## config.mk

```make
export PLATFORM = sky130hd
export DESIGN_NAME = instr_fetch_ctrl
export DESIGN_NICKNAME = d
export VERILOG_FILES = /design/src/rtl/fetch_pkg.sv /design/src/rtl/edge_detect.sv /design/src/rtl/instr_fetch_ctrl.sv
export SDC_FILE = /design/constraint.sdc
export NUM_CORES = 1
export LEC_CHECK = 0
export CAP_MARGIN = 30
export CORE_MARGIN = 3
export CORE_UTILIZATION = 35
export CTS_BUF_LIST = sky130_fd_sc_hd__clkbuf_4 sky130_fd_sc_hd__clkbuf_8
export CTS_CLUSTER_DIAMETER = 40
export DETAILED_ROUTE_END_ITERATION = 7
export GPL_ROUTABILITY_DRIVEN = 0
export PLACE_DENSITY = 0.65
export SKIP_LAST_GASP = 1
export SLEW_MARGIN = 10
export SYNTH_ARGS = -nofsm -noshare
export SYNTH_HDL_FRONTEND = slang
export SYNTH_HIERARCHICAL = 1
export SYNTH_SLANG_ARGS = --single-unit
export TNS_END_PERCENT = 100
```

## constraint.sdc

```tcl
create_clock -name Clock -period 2.4 [get_ports Clock]
set_clock_uncertainty 0.2 [all_clocks]
set_input_delay 0.36 -clock Clock [delete_from_list [all_inputs] [get_ports Clock]]
set_output_delay 0.36 -clock Clock [all_outputs]
set_load 0.03 [all_outputs]
```

## src/rtl/fetch_pkg.sv

```systemverilog
// Shared types and default widths for the tick-paced instruction fetch controller.
package fetch_pkg;

  localparam int ADDR_W = 5;
  localparam int DATA_W = 9;

  typedef enum logic [2:0] {
    IDLE  = 3'd0,
    FETCH = 3'd1,
    LOAD  = 3'd2,
    RUN   = 3'd3,
    NEXT  = 3'd4,
    HALT  = 3'd5
  } state_t;

endpackage

```

## src/rtl/edge_detect.sv

```systemverilog
// Rising-edge detector; the flop resets high so an input already high at reset release is not an edge.
module edge_detect (
  input  logic Clock,
  input  logic Reset,
  input  logic D,
  output logic Rise
);

  logic d_q;

  always_ff @(posedge Clock or posedge Reset) begin
    if (Reset) d_q <= 1'b1;
    else       d_q <= D;
  end

  assign Rise = D & ~d_q;

endmodule

```

## src/rtl/instr_fetch_ctrl.sv

```systemverilog
// Tick-paced fetch controller: each accepted tick edge reads one ROM word, strobes Run
// to the processor and waits for Done before advancing the ROM address.
module instr_fetch_ctrl #(
  parameter int ADDR_W    = fetch_pkg::ADDR_W,
  parameter int DATA_W    = fetch_pkg::DATA_W,
  parameter int LAST_ADDR = 31,
  parameter bit WRAP      = 1'b1
) (
  input  logic              Clock,
  input  logic              Reset,
  input  logic              Tick,
  input  logic              Enable,
  input  logic              Done,
  input  logic [DATA_W-1:0] ROM_data,
  output logic [ADDR_W-1:0] ROM_addr,
  output logic [DATA_W-1:0] IR_out,
  output logic              Run,
  output logic              Busy,
  output logic              Overrun,
  output logic              Halted,
  output logic [2:0]        Dbg_state
);

  import fetch_pkg::*;

  localparam logic [ADDR_W-1:0] LAST = LAST_ADDR[ADDR_W-1:0];

  state_t state;
  logic   tick_edge;
  logic   first_run;
  logic   in_flight;

  edge_detect u_tick_edge (
    .Clock (Clock),
    .Reset (Reset),
    .D     (Tick),
    .Rise  (tick_edge)
  );

  assign in_flight = (state == FETCH) || (state == LOAD) ||
                     (state == RUN)   || (state == NEXT);
  assign Dbg_state = state;

  // Run/Done handshake: Run is held high for the whole RUN state; Done is only
  // accepted from the second RUN cycle on, so a Done left high from the previous
  // instruction cannot complete the new one before the processor has seen it.
  always_ff @(posedge Clock or posedge Reset) begin
    if (Reset) begin
      state     <= IDLE;
      ROM_addr  <= '0;
      IR_out    <= '0;
      Run       <= 1'b0;
      Busy      <= 1'b0;
      Overrun   <= 1'b0;
      Halted    <= 1'b0;
      first_run <= 1'b0;
    end else begin
      Overrun <= tick_edge & in_flight;
      case (state)
        IDLE: begin
          if (tick_edge && Enable) begin
            state <= FETCH;
            Busy  <= 1'b1;
          end
        end
        FETCH: state <= LOAD;
        LOAD: begin
          IR_out    <= ROM_data;
          state     <= RUN;
          Run       <= 1'b1;
          first_run <= 1'b1;
        end
        RUN: begin
          first_run <= 1'b0;
          if (!first_run && Done) begin
            state <= NEXT;
            Run   <= 1'b0;
          end
        end
        NEXT: begin
          Busy <= 1'b0;
          if (ROM_addr == LAST) begin
            if (WRAP) begin
              ROM_addr <= '0;
              state    <= IDLE;
            end else begin
              state  <= HALT;
              Halted <= 1'b1;
            end
          end else begin
            ROM_addr <= ROM_addr + ADDR_W'(1);
            state    <= IDLE;
          end
        end
        HALT: state <= HALT;
        default: begin
          state <= IDLE;
          Run   <= 1'b0;
          Busy  <= 1'b0;
        end
      endcase
    end
  end

endmodule

```

Word level (Yosys, flattened, before mapping)
Cells that the tools add are included.
- reduce and logical (&&, ||, !) cells: 13
- add/sub/neg operators: 1
- eq/ne operators: 8
- bitwise logic cells: 5
- multiplexer cells: 9
- operator list (kind ; number):
    $pmux W3 S5 ; 1
    $reduce_or A4 Y1 ; 2
    $eq A3 B2 Y1 const B ; 2
    $eq A3 B3 Y1 const B ; 2
    $mux W3 ; 2
    $reduce_and A2 Y1 ; 3
    $add A5 B1 Y5 const B ; 1
    $eq A5 B5 Y1 const B ; 1
    $mux W5 ; 1
    $pmux W1 S2 ; 2
    $eq A3 B1 Y1 const B ; 1
    $logic_not A3 Y1 ; 1
    $logic_or A1 B1 Y1 ; 3
    $not A1 Y1 ; 3
    $pmux W1 S3 ; 1
    $and A1 B1 Y1 ; 2
    $logic_and A1 B1 Y1 ; 2
    $mux W1 ; 2
    $ne A2 B1 Y1 const B ; 1
    $ne A2 B2 Y1 const B ; 1
    $reduce_bool A2 Y1 ; 1
    $logic_not A1 Y1 ; 1
- output and inout bits: 21
- input bits: 14
- flip-flop bits (word level): 22
- word-level logic and storage cells: 44

Longest topological paths before layout
- depth in word-level cells: 5
- mapped depth: 6
- gate-level depth less buffers: 6

Hierarchy
The synthesis kept the hierarchy.
- by module, submodules not included (module ; sequential area each (um^2) ; cells an instance ; area an instance (um^2) ; times used):
    instr_fetch_ctrl ; 525.5 ; 77 ; 932.1 ; 1
    edge_detect ; 26.3 ; 3 ; 43.8 ; 1

Least setup slack after synthesis
OpenSTA, ideal clock, no wires.
- path kind: flip-flop to flip-flop
- start point: register ROM_addr[0]
- end point: register ROM_addr[2]
- data arrival time: 1736 ps
- required time: 2134 ps
- library setup time: 66 ps
- cell stages (with the launch flop): 6
- slack: 398 ps
- path buffers: 0
- period minus slack after synthesis: 2002 ps
- cells stage by stage: dfrtp_1 -> ha_1 -> and3_1 -> ha_1 -> or4b_1 -> nand2_1
- longest elaborated chain between the ends: 2
- elaborated cells on any way between the ends: 3
- those cells by class: 1 x add/sub; 1 x eq/ne; 1 x mux
- ends and longest elaborated chain (element ; line ; RTL):
    start, declared ; instr_fetch_ctrl.sv:15 ; output logic [ADDR_W-1:0] ROM_addr,
    start signal, assigned ; instr_fetch_ctrl.sv:91 ; ROM_addr <= ROM_addr + ADDR_W'(1);
    $add A5 B1 Y5 or $eq A5 B5 Y1 (tied branches) ; instr_fetch_ctrl.sv:91, instr_fetch_ctrl.sv:82 ;
    $mux W5 * ; instr_fetch_ctrl.sv:82 ; if (ROM_addr == LAST) begin
Mark *: on every way between the ends. The rest lies on a longest branch, timed or not.
A chain may end at the register's enable or synchronous reset.

Final worst setup path
- start point: register state[0] (netlist: Dbg_state[0])
- end point: output Dbg_state[0]
- RTL lines (element ; line ; RTL):
    start, declared ; instr_fetch_ctrl.sv:28 ; state_t state;
    start signal, assigned ; instr_fetch_ctrl.sv:49 ; state <= IDLE;
    start signal, assigned ; instr_fetch_ctrl.sv:62 ; state <= FETCH;
    start signal, assigned ; instr_fetch_ctrl.sv:66 ; FETCH: state <= LOAD;
    end, declared ; instr_fetch_ctrl.sv:21 ; output logic [2:0] Dbg_state
No word-level cell between the ends.

==> flow_summary.json <==
{
  "status": "finished clean",
  "diodes": 0,
  "critPathArrivalTime_ps": 1600,
  "synthesis.nets": 96,
  "start_util": 0.380,
  "finalSetupTns_ps": 0,
  "final-seq-area_um2": 552,
  "maxCapViolations": 0,
  "fin_util": 0.527,
  "cts-hold-fix-buffers": 0,
  "route.detailed.drc": 0,
  "rrSetupSlack_ps": 410,
  "drt_first_pass_iters": 4,
  "p_sw_frac": 0.412,
  "min_path_type": "primary input to asynchronous set/reset pin",
  "cp-end-kind": "output port",
  "slowest_stage": "clkdlybuf4s50_1",
  "rows": 18,
  "path_class": "register to output port",
  "multi_input_area_um2": 370,
  "start_kind": "register",
  "synth.distinct_cells": 32,
  "drt_iter0_drc": 6,
  "p_per_area_nw_per_um2": 1340,
  "wl_mm": 1.89,
  "clockRootBuffer": "clkbuf_4",
  "layout_min_cycle_time_ps": 2160,
  "reg2regPathDepth": 5,
  "yosysSeqAreaShare": 0.565,
  "grt_max_degree": 22,
  "clock-sinks": 22,
  "cts_buffer_depth": 2,
  "finalHoldViolCount": 0,
  "drtAntennaViolNets": 0,
  "grt_use_total": 0.119,
  "crit_buf_inv": 1,
  "pin_count": 35,
  "ys.warnings.count": 6,
  "vias": 713,
  "post_cts_buffers": 0,
  "clk_pin_slew_worst_paths_ps": 120,
  "fmax_mhz": 464,
  "cp_top_family": "buffers and inverters",
  "p_comb_frac": 0.520,
  "detailed_place_hpwl_mm": 1.39,
  "clk_latency_ps": 310,
  "total_power_w": 0.00182,
  "p_clk_frac": 0.113,
  "critPathMaxStageDelay_ps": 740,
  "grt_overflow": 0,
  "slew_viol_final": 0,
  "critPathMaxFanout": 11,
  "p_switching_w": 0.000748,
  "num-fill-cells": 235,
  "post_drt_wl_per_cell_um": 13.1,
  "peakVddDrop_mv": 0.744,
  "postSynthCellCount": 80,
  "grt_pass1_wl_mm": 3.16,
  "pwr-share-seq": 0.366,
  "p_leak_nw": 0.606,
  "path_cells": "clkdlybuf4s50_1",
  "port_buffers": 33,
  "timing.rr.end": "ROM_addr[2]$_DFFE_PP0N_",
  "rsz0062_at_grt": "false",
  "syn_area_um2": 976,
  "required_ps": 1840,
  "drive_gt1_frac": 0.158,
  "intPower_w": 0.00107,
  "dieArea_um2": 3460,
  "viasPerCell": 4.95,
  "nets": 131,
  "die_h_um": 58.8,
  "cts_made_buffers": 3,
  "syn_area_per_cell_um2": 12.2,
  "ys_seq_elements": 22,
  "tritoncts": "done",
  "htreeDepth": 1,
  "coreArea_um2": 2570,
  "syn2layout_area_growth_pct": 38.6,
  "reg2reg_from": "ROM_addr[0]$_DFFE_PP0N_",
  "fp.dieW_um": 58.8,
  "setup_viol": 0,
  "min_period_over_period": 0.898,
  "ctsResizeCount": 0,
  "antenna_found_initial": 0,
  "grt_pass1_vias": 725
}
==> power groups by stage <==
stage               registers [W]  logic (W)  clock network [W]
floorplan                0.000906   0.000370                  0
finish                   0.000666   0.000945           0.000206
global placement         0.000666   0.000944                  0
detailed placement       0.000672   0.000957                  0
CTS                      0.000667   0.000958           0.000215
global route             0.000695    0.00101           0.000226
==> worst max path at each step <==
stage                                  start                 endpoint  depth (start not counted)
floorplan            ROM_addr[0]$_DFFE_PP0N_  ROM_addr[2]$_DFFE_PP0N_                          5
global placement     ROM_addr[0]$_DFFE_PP0N_  ROM_addr[2]$_DFFE_PP0N_                          5
detailed placement   ROM_addr[0]$_DFFE_PP0N_  ROM_addr[2]$_DFFE_PP0N_                          5
CTS                 Dbg_state[0]$_DFFE_PP0P_             Dbg_state[0]                          1
global route        Dbg_state[1]$_DFFE_PP0P_             Dbg_state[1]                          1
finish              Dbg_state[0]$_DFFE_PP0P_             Dbg_state[0]                          1
==> kinds of logic (layout without fill, tap and decap cells) <==
kind of cell	count (synthesis)	in the layout	share of synthesized area
buffers and inverters	9	43	0.0551
AO/OA/AOI/OAI	18	18	0.122
adder cells (fa/ha/maj)	2	2	0.0256
flip-flops	22	22	0.565
other	1	1	0.00384
multiplexers	10	10	0.115
AND/OR/NAND/NOR	18	18	0.113
==> routing by layer <==
metal  global-route usage  vias to the layer above  wire length (um)
met4               0.0485                        0                25
met5                    0                        -                 0
met3               0.0307                        4               139
li1                     -                      347                 -
met1                0.154                      337               842
met2                0.189                       25               880
==> registers in the layout, indices dropped and copies added (netlist names) <==
name and flops:
Busy 1, Dbg_state 3, IR_out 9, Overrun 1, ROM_addr 5, Run 1, first_run 1, u_tick_edge/d_q 1
==> stage by stage <==
step / cells / hold slack, ps / setup slack, ps / area (um2)
6_report: 144 / 149 / 244 / 1350
5_1_grt: 144 / 154 / 156 / 1350
4_1_cts: 144 / 143 / 228 / 1350
3_5_place_dp: 140 / 275 / 447 / 1320
3_3_place_gp: 140 / 262 / 526 / 1320
2_1_floorplan: 80 / 49.7 / 398 / 976
==> synth_stat cells <==
master / number / area (um2)
dfrtp_1: 21 / 526
mux2_2: 10 / 113
inv_1: 5 / 18.8
o21ai_0: 4 / 20.0
nand2_1: 3 / 11.3
nand2b_1: 3 / 18.8
nor2_1: 3 / 11.3
a21o_1: 2 / 15.0
a21oi_1: 2 / 10.0
a31oi_1: 2 / 12.5
buf_6: 2 / 22.5
ha_1: 2 / 25.0
o22ai_1: 2 / 12.5
a21boi_0: 1 / 7.51
a2bb2oi_1: 1 / 8.76
a32oi_1: 1 / 8.76
and2b_1: 1 / 7.51
and3_1: 1 / 6.26
buf_2: 1 / 5.00
buf_4: 1 / 7.51
conb_1: 1 / 3.75
dfstp_2: 1 / 26.3
nand3_1: 1 / 5.00
nor2_2: 1 / 6.26
nor2b_1: 1 / 6.26
nor2b_4: 1 / 13.8
nor3_1: 1 / 5.00
o21a_1: 1 / 7.51
o21bai_1: 1 / 7.51
o41ai_1: 1 / 8.76
or3b_1: 1 / 8.76
or4b_1: 1 / 10.0
==> area by class of cell <==
class / instances / area share
multi-input combinational: 49 / 0.274
tap: 30 / 0.0278
sequential: 22 / 0.408
timing repair buffer: 34 / 0.250
inverter: 5 / 0.0139
clock buffer: 4 / 0.0268
==> cells in the final DEF (no fill, tap or decap), types with 2 or more instances in the layout <==
| master | Yosys | final |
|---|---|---|
| mux2_2 | 10 | 10 |
| nand2_1 | 3 | 3 |
| o22ai_1 | 2 | 2 |
| ha_1 | 2 | 2 |
| inv_1 | 5 | 5 |
| a21o_1 | 2 | 2 |
| nand2b_1 | 3 | 3 |
| a21oi_1 | 2 | 2 |
| clkbuf_4 | 0 | 3 |
| o21ai_0 | 4 | 4 |
| a31oi_1 | 2 | 2 |
| clkdlybuf4s50_1 | 0 | 33 |
| nor2_1 | 3 | 3 |
| dfrtp_1 | 21 | 21 |
Note: power is estimated with default switching activity, not from simulation.
